## src/rtl/operand_stage.sv

```systemverilog
// Operand fetch stage: register file with write bypass feeding a one-entry
// valid/ready output register that holds ALU operands and the operation select.
module operand_stage #(
    parameter int unsigned WIDTH = 8,
    parameter int unsigned NREGS = 8,
    localparam int unsigned AW = (NREGS > 1) ? $clog2(NREGS) : 1
) (
    input  logic             clk,
    input  logic             rst,
    input  logic             in_valid,
    output logic             in_ready,
    input  logic [AW-1:0]    ra1,
    input  logic [AW-1:0]    ra2,
    input  logic [WIDTH-1:0] imm,
    input  logic             use_imm,
    input  logic [2:0]       op,
    input  logic             we,
    input  logic [AW-1:0]    wa,
    input  logic [WIDTH-1:0] wd,
    output logic [WIDTH-1:0] SrcA,
    output logic [WIDTH-1:0] SrcB,
    output logic [2:0]       ULAControl,
    output logic             out_valid,
    input  logic             out_ready,
    output logic             op_err,
    output logic [7:0]       issue_cnt
);

    logic [WIDTH-1:0] r_regs [NREGS];
    logic [WIDTH-1:0] r_src_a;
    logic [WIDTH-1:0] r_src_b;
    logic [2:0]       r_ctl;
    logic             r_valid;
    logic             r_err;
    logic [7:0]       r_cnt;

    logic             w_accept;
    logic             w_illegal;
    logic [2:0]       w_ctl;
    logic [WIDTH-1:0] w_rd_a;
    logic [WIDTH-1:0] w_rd_b;
    logic [WIDTH-1:0] w_opnd_b;

    assign in_ready  = !r_valid || out_ready;
    assign w_accept  = in_valid && in_ready;
    assign w_illegal = op[2] & op[1];
    assign w_ctl     = w_illegal ? 3'b111 : op;

    // Same-cycle writeback is forwarded so an issue never sees a stale register.
    always_comb begin
        w_rd_a = '0;
        w_rd_b = '0;
        if (ra1 != '0) begin
            w_rd_a = (we && (wa == ra1)) ? wd : r_regs[ra1];
        end
        if (ra2 != '0) begin
            w_rd_b = (we && (wa == ra2)) ? wd : r_regs[ra2];
        end
        w_opnd_b = use_imm ? imm : w_rd_b;
    end

    always_ff @(posedge clk) begin
        if (rst) begin
            for (int i = 0; i < int'(NREGS); i++) begin
                r_regs[i] <= '0;
            end
            r_src_a <= '0;
            r_src_b <= '0;
            r_ctl   <= '0;
            r_valid <= 1'b0;
            r_err   <= 1'b0;
            r_cnt   <= '0;
        end else begin
            if (we && (wa != '0)) begin
                r_regs[wa] <= wd;
            end
            if (w_accept) begin
                r_src_a <= w_rd_a;
                r_src_b <= w_opnd_b;
                r_ctl   <= w_ctl;
                r_valid <= 1'b1;
                r_cnt   <= r_cnt + 8'd1;
                if (w_illegal) begin
                    r_err <= 1'b1;
                end
            end else if (out_ready) begin
                r_valid <= 1'b0;
            end
        end
    end

    assign SrcA       = r_src_a;
    assign SrcB       = r_src_b;
    assign ULAControl = r_ctl;
    assign out_valid  = r_valid;
    assign op_err     = r_err;
    assign issue_cnt  = r_cnt;

endmodule

```

## config.mk

```make
export PLATFORM = sky130hd
export DESIGN_NAME = operand_stage
export DESIGN_NICKNAME = d
export VERILOG_FILES = /design/src/rtl/operand_stage.sv
export SDC_FILE = /design/constraint.sdc
export NUM_CORES = 1
export LEC_CHECK = 0
export BUFFER_PORTS_ARGS = -buffer_cell sky130_fd_sc_hd__buf_2
export CAP_MARGIN = 20
export CORE_MARGIN = 2
export CORE_UTILIZATION = 58
export DETAILED_ROUTE_END_ITERATION = 7
export PLACE_DENSITY = 0.81
export SLEW_MARGIN = 25
export SYNTH_ARGS = -nofsm -noshare
export SYNTH_HDL_FRONTEND = slang
export SYNTH_SLANG_ARGS = --single-unit
```

## constraint.sdc

```tcl
create_clock -name clk -period 2.2 [get_ports clk]
set_input_delay 0.44 -clock clk [delete_from_list [all_inputs] [get_ports clk]]
set_output_delay 0.44 -clock clk [all_outputs]
set_load 0.03 [all_outputs]
```

==> run_results.csv, run 1 <==
group,metric,value,unit
outcome,outcome,"finished, final reports clean",
floorplanning,pin_count,64,
global_route,grt_use_total,25.72,%
global_route,busiest_layer,"met2",
routing,wl,11.21,mm
synth,synth_top_family_by_area,"multiplexers",
final_layout,layout_commonest_cell,"and2_1",
final_layout,antenna_cells,0,
clock_tree,clkLatencyLatePin,0.37,ns
global_route,grt_pass1_vias,3304,
floorplanning,die-height,94.97,um
synth,avgSynthCellArea,13.41,um2
final_layout,fin_nets,469,
hold_path,hold_start,"op[2]",
global_route,grt_use_met2,43.26,%
synth,synth-seq-area-share,52.14,%
global_route,grt.met1_usage,32.88,%
timing,final.min_clock_period,1.690,ns
timing,hold_violations,0,
timing,fin_crit_sh,76.80,%
synth,synth_cell_type_count,39,
synth,muxShareOfSynthArea,19.55,%
timing,slew_viol_final,0,
routing,vias_per_cell,6.239,
clock_tree,cts_buffer_depth,2,
final_layout,seq_area,2502,um2
floorplanning,dieArea,9019,um2
clock_tree,cts_sinks,93,
worst_setup_path,crit_path_start_kind,"input pin",
global_route,grtUsageMet3,5.906,%
place,pre_cts_slack,0.1575,ns
timing,timing.setup.tns,0,ns
clock_tree,cts_tree,"built",
synth,synthAdderAreaFrac,0.2607,%
timing,worst_slew_pin_slew,0.7778,ns
synth,syn_area,4800,um2
global_route,grt_first_pass_wirelength,16.92,mm
final_layout,multi_input_area,2195,um2
worst_setup_path,cp_max_fo,18,
synth,synth.area.top_cells,"edfxtp_1 (40%), dfxtp_1 (12%), mux4_2 (10%)",
global_route,overflow,0,
clock_tree,cts_hold_buf,0,
routing,drt_pass1_iterations,5,
routing,vias,3394,
timing,fin_ws,0.5104,ns
synth,synthCells,358,
synth,synth.top_cell.area_share,40.04,%
worst_setup_path,r2r_start,"r_regs[0][2]",
place,gp_congestion,0.8699,
pwr,power.total,4.020,mW
clock_tree,cts.reportedPaths.clkPinSlew,0.10,ns
timing,setup_viol,0,
floorplanning,initial_utilization,59.01,%
global_route,grt_max_degree,28,
synth,ys_warn_count,0,
worst_setup_path,worstPathRequired,2.50,ns
final_layout,fillers,578,
worst_setup_path,crit_arrival,1.99,ns
global_route,antenna_found_initial,0,
synth,yosysTopAreaCell,"edfxtp_1",
routing,post-route-drc-count,0,
worst_setup_path,startpoint,"ra1[1]",
place,io_buffers,63,
clock_tree,cts.repair.resized,0,
clock_tree,cts_setup_buffers,0,
timing,maxSlewHeadroom,48.01,%
worst_setup_path,crit_type,"in2reg",
clock_tree,numCtsBuffers,9,
synth,synth-seq-cells,93,
pwr,power.leakage,2.145,nW
hold_path,hp-class,"in2reg",
synth,synth-xor-area-share,1.825,%
floorplanning,rows,33,
run,maxCapViolCount,0,
final_layout,drive_gt1_share,32.57,%
floorplanning,fp.dieW,94.97,um
timing,skew,0.01532,ns
floorplanning,core,8134,um2
worst_setup_path,end_kind,"register",
routing,wire_per_inst,20.60,um
routing,drtIter0Drc,306,
pwr,power_density,725.7,nW/um2
timing,fmax,0.5919,GHz
pwr,peakVddDrop,0.5126,mV
synth,synth_compound_area_share,6.361,%
place,dp_hpwl,8.254,mm
final_layout,final_cell_mix,"and2_1 (67), edfxtp_1 (64), buf_2 (63), dfxtp_1 (29), mux4_2 (22)",
synth,yosys.area_share.simple,17.10,%
clock_tree,cts_root_buffer,"clkbuf_8",
final_layout,area_growth,15.41,%
timing,grt_setup_unrepaired,"false",
routing,ant_nets,0,
clock_tree,htreeDepth,3,
area by class of cell:
cell class                 instances  area share [%]
inverter                           2          0.1355
clock inverter                     7           2.146
clock buffer                       9           2.236
sequential                        93           45.18
multi-input combinational        249           39.62
timing repair buffer              79           8.313
tap                              105           2.372
worst max-delay path, cell delays in order:
cell	delay, ns
buf_2	0.35
xnor2_1	0.14
nand4_1	0.14
nor4b_2	0.65
a221o_1	0.26
where the power goes:
group | internal (mW) | switching [mW]
clock network | 0.759 | 0.626
logic | 0.264 | 0.314
registers | 1.98 | 0.0724
total | 3.01 | 1.01
kinds of logic (layout without fill, tap and decap cells):
kind of cell | after synthesis | count (layout)
AOI/OAI and AO/OA | 45 | 45
xor gates and xnor gates | 10 | 10
adders and majority gates | 1 | 1
buffers and inverters | 23 | 97
DFF | 93 | 93
muxes | 48 | 48
other | 1 | 8
and+or+nand+nor | 137 | 137
cells in the mapped netlist, drive strengths merged:
cell     count
conb         1
or2          8
nand4        4
nor3         4
ha           1
a211oi       1
or3          2
xor2         3
nand2        9
and3         2
and4         1
a31oi        9
xnor2        7
buf         10
inv          2
nand2b       3
nand4b       8
a21oi       15
a221o        8
nand3       10
nor4         1
a21o         1
edfxtp      64
or3b         1
and2        67
nand3b       1
clkbuf      11
o2111ai      1
o21ai        2
dfxtp       29
o21bai       8
nor4b        1
nor2        15
mux4        32
mux2        16
routing by layer:
layer | vias to the layer above | share of wire (%)
met5 | - | 0
met4 | 0 | 2.0
met3 | 25 | 8.4
met2 | 188 | 48
met1 | 1664 | 41
li1 | 1517 | -
stage by stage:
stage	cells	hold WS (ns)	area, um2	utilization [%]
final	544	0.3288	5539	68.10
after global routing	544	0.3390	5539	68.10
after CTS	544	0.3252	5539	68.10
after detailed placement	528	0.4453	5296	65.11
after global placement	528	0.4415	5296	65.11
after floorplan	365	0.5760	4826	-
flip-flops by register name, indices dropped and copies added, names as in the netlist:
| signal | flops |
|---|---|
| SrcA | 8 |
| SrcB | 8 |
| ULAControl | 3 |
| issue_cnt | 8 |
| op_err | 1 |
| out_valid | 1 |
| r_regs | 64 |
final timing paths:
| kind | slack (ns) | cells past startpoint | end |
|---|---|---|---|
| setup / recovery | 0.51 | 5 | SrcA[7] |
| hold / removal | 0.33 | 3 | ULAControl[2] |
| setup reg to reg | 0.52 | 3 | SrcA[2] |
| hold reg to reg | 0.46 | 2 | ULAControl[1] |
(Power assumes the default switching activity.)
==> run 2: changes to the inputs <==
clock period = 1.7 ns   (was 2.2 ns; I/O delays follow)
==> run_results.csv, run 2 (synthesized netlist as in run 1, its figures left out) <==
group,metric,value,unit
outcome,outcome,"finished, final reports clean",
timing,setup_viol,0,
timing,maxSlewHeadroom,63.66,%
worst_setup_path,r2r_slack,0.06,ns
place,pre_cts_slack,-0.1936,ns
final_layout,area_growth,17.15,%
clock_tree,cts_sinks,93,
clock_tree,cts.repair.resized,0,
worst_setup_path,startpoint,"r_regs[1][1]",
clock_tree,cts_root_buffer,"clkbuf_8",
routing,wl,10.98,mm
timing,skew,0.009127,ns
timing,fmax,0.6091,GHz
worst_setup_path,crit_arrival,1.90,ns
final_layout,drive_gt1_share,35.32,%
floorplanning,die-height,94.97,um
global_route,overflow,0,
routing,vias_per_cell,6.084,
clock_tree,cts_setup_buffers,0,
clock_tree,cts_hold_buf,0,
worst_setup_path,cp_max_fo,2,
timing,fin_ws,0.05832,ns
hold_path,hp-class,"in2reg",
worst_setup_path,crit_type,"reg2reg",
timing,worst_slew_pin_slew,0.5431,ns
global_route,grt_use_total,26.10,%
worst_setup_path,r2r_start,"r_regs[1][1]",
timing,final.min_clock_period,1.642,ns
routing,post-route-drc-count,0,
floorplanning,dieArea,9019,um2
final_layout,fillers,551,
worst_setup_path,cp-endpoint,"SrcA[1]",
routing,vias,3395,
clock_tree,numCtsBuffers,9,
final_layout,largest_register_ffs,64,
pwr,power.leakage,2.222,nW
global_route,grt_max_degree,26,
global_route,grt_first_pass_wirelength,17.45,mm
pwr,power_density,868.0,nW/um2
timing,hold_violations,0,
place,io_buffers,63,
worst_setup_path,end_kind,"register",
final_layout,antenna_cells,0,
worst_setup_path,crit_path_start_kind,"register",
hold_path,whs_path_depth,3,
final_layout,fin_nets,483,
final_layout,regMostFlops,"r_regs",
clock_tree,clkLatencyLatePin,0.37,ns
final_layout,final_cell_mix,"and2_1 (67), edfxtp_1 (64), buf_2 (63), dfxtp_1 (29), buf_4 (28)",
place,dp_hpwl,8.554,mm
timing,slew_viol_final,0,
worst_setup_path,ff2ff_path_depth,3,
floorplanning,core,8134,um2
clock_tree,cts_tree,"built",
final_layout,layout_commonest_cell,"and2_1",
place,dp.cells,542,
clock_tree,cts.reportedPaths.clkPinSlew,0.10,ns
routing,drtIter0Drc,255,
routing,ant_nets,0,
place,gp_congestion,0.8778,
clock_tree,htreeDepth,3,
timing,grt_setup_unrepaired,"false",
floorplanning,initial_utilization,59.01,%
final_layout,postLayoutCoreUtil,69.13,%
floorplanning,pin_count,64,
timing,fin_crit_sh,96.57,%
floorplanning,rows,33,
routing,drt_pass1_iterations,5,
global_route,grt_pass1_vias,3395,
global_route,antenna_found_initial,0,
pwr,peakVddDrop,0.3638,mV
floorplanning,fp.dieW,94.97,um
run,maxCapViolCount,0,
routing,wire_per_inst,19.68,um
worst_setup_path,r2r-end,"SrcA[1]",
clock_tree,cts_buffer_depth,2,
worst_setup_path,worstPathRequired,1.96,ns
final_layout,finalNonFillerCells,558,
==> run 2: cell count changes in the layout (fill, tap and decap cells not counted), moves of 2 or more <==
cell       previous run  this run
buf_4                14        28
mux2_2               16         8
mux2_4                0         8
bufinv_16             3         0
mux4_1               10         7
mux4_2               22        25
inv_6                 2         4
inv_8                 0         2
==> run 2: worst max-delay path, cell delays in order (launching register included) <==
cell	delay, ns
edfxtp_1	0.44
mux4_1	0.53
mux2_4	0.28
a221o_1	0.28
==> run 2: layout make-up <==
cell class,instances,area [um2],area share (%)
Sequential cell,93,2502,44.50
Clock buffer,9,123.9,2.203
Clock inverter,7,61.31,1.090
Multi-Input combinational cell,249,2231,39.68
Tap cell,105,131.4,2.336
Inverter,2,7.507,0.1335
Timing Repair Buffer,93,565.5,10.06
==> run 2: layer usage <==
metal  GRT usage (%)  wire, um  part of all wire [%]  vias to the layer above
li1                -         -                     -                     1543
met1           33.62      4568                    42                     1656
met2           43.79      5413                    49                      173
met3           4.789       754                   6.9                       23
met4           10.63       246                   2.2                        0
met5               0         0                     0                        -
==> run 2: metrics by stage <==
stage                     power [mW]  TNS (ns)  instance area (um2)  hold WS (ns)
after floorplan                3.224   -0.1308                 4886        0.4760
after global placement         3.461   -0.9875                 5438        0.4422
after detailed placement       3.495    -1.858                 5438        0.4503
after CTS                      4.881         0                 5623        0.2387
after global routing           5.055         0                 5623        0.2382
final                          4.881         0                 5623        0.2433
==> run 2: how the worst min path moves through the flow <==
| stage | startpoint | to | slack [ns] |
|---|---|---|---|
| after detailed placement | ULAControl[2] | ULAControl[2] | 0.45 |
| final | op[2] | ULAControl[2] | 0.24 |
| after global routing | op[1] | ULAControl[1] | 0.24 |
| after global placement | ULAControl[2] | ULAControl[2] | 0.44 |
| after floorplan | op[1] | ULAControl[1] | 0.48 |
| after CTS | op[0] | ULAControl[0] | 0.24 |
==> run 2: report_power, final <==
part           leakage, nW  total (mW)  switching (mW)  internal [mW]
Sequential           0.853        2.66          0.0965           2.57
Clock               0.0965        1.43           0.860          0.569
Combinational         1.27       0.789           0.410          0.379
Total                 2.22        4.88            1.37           3.51
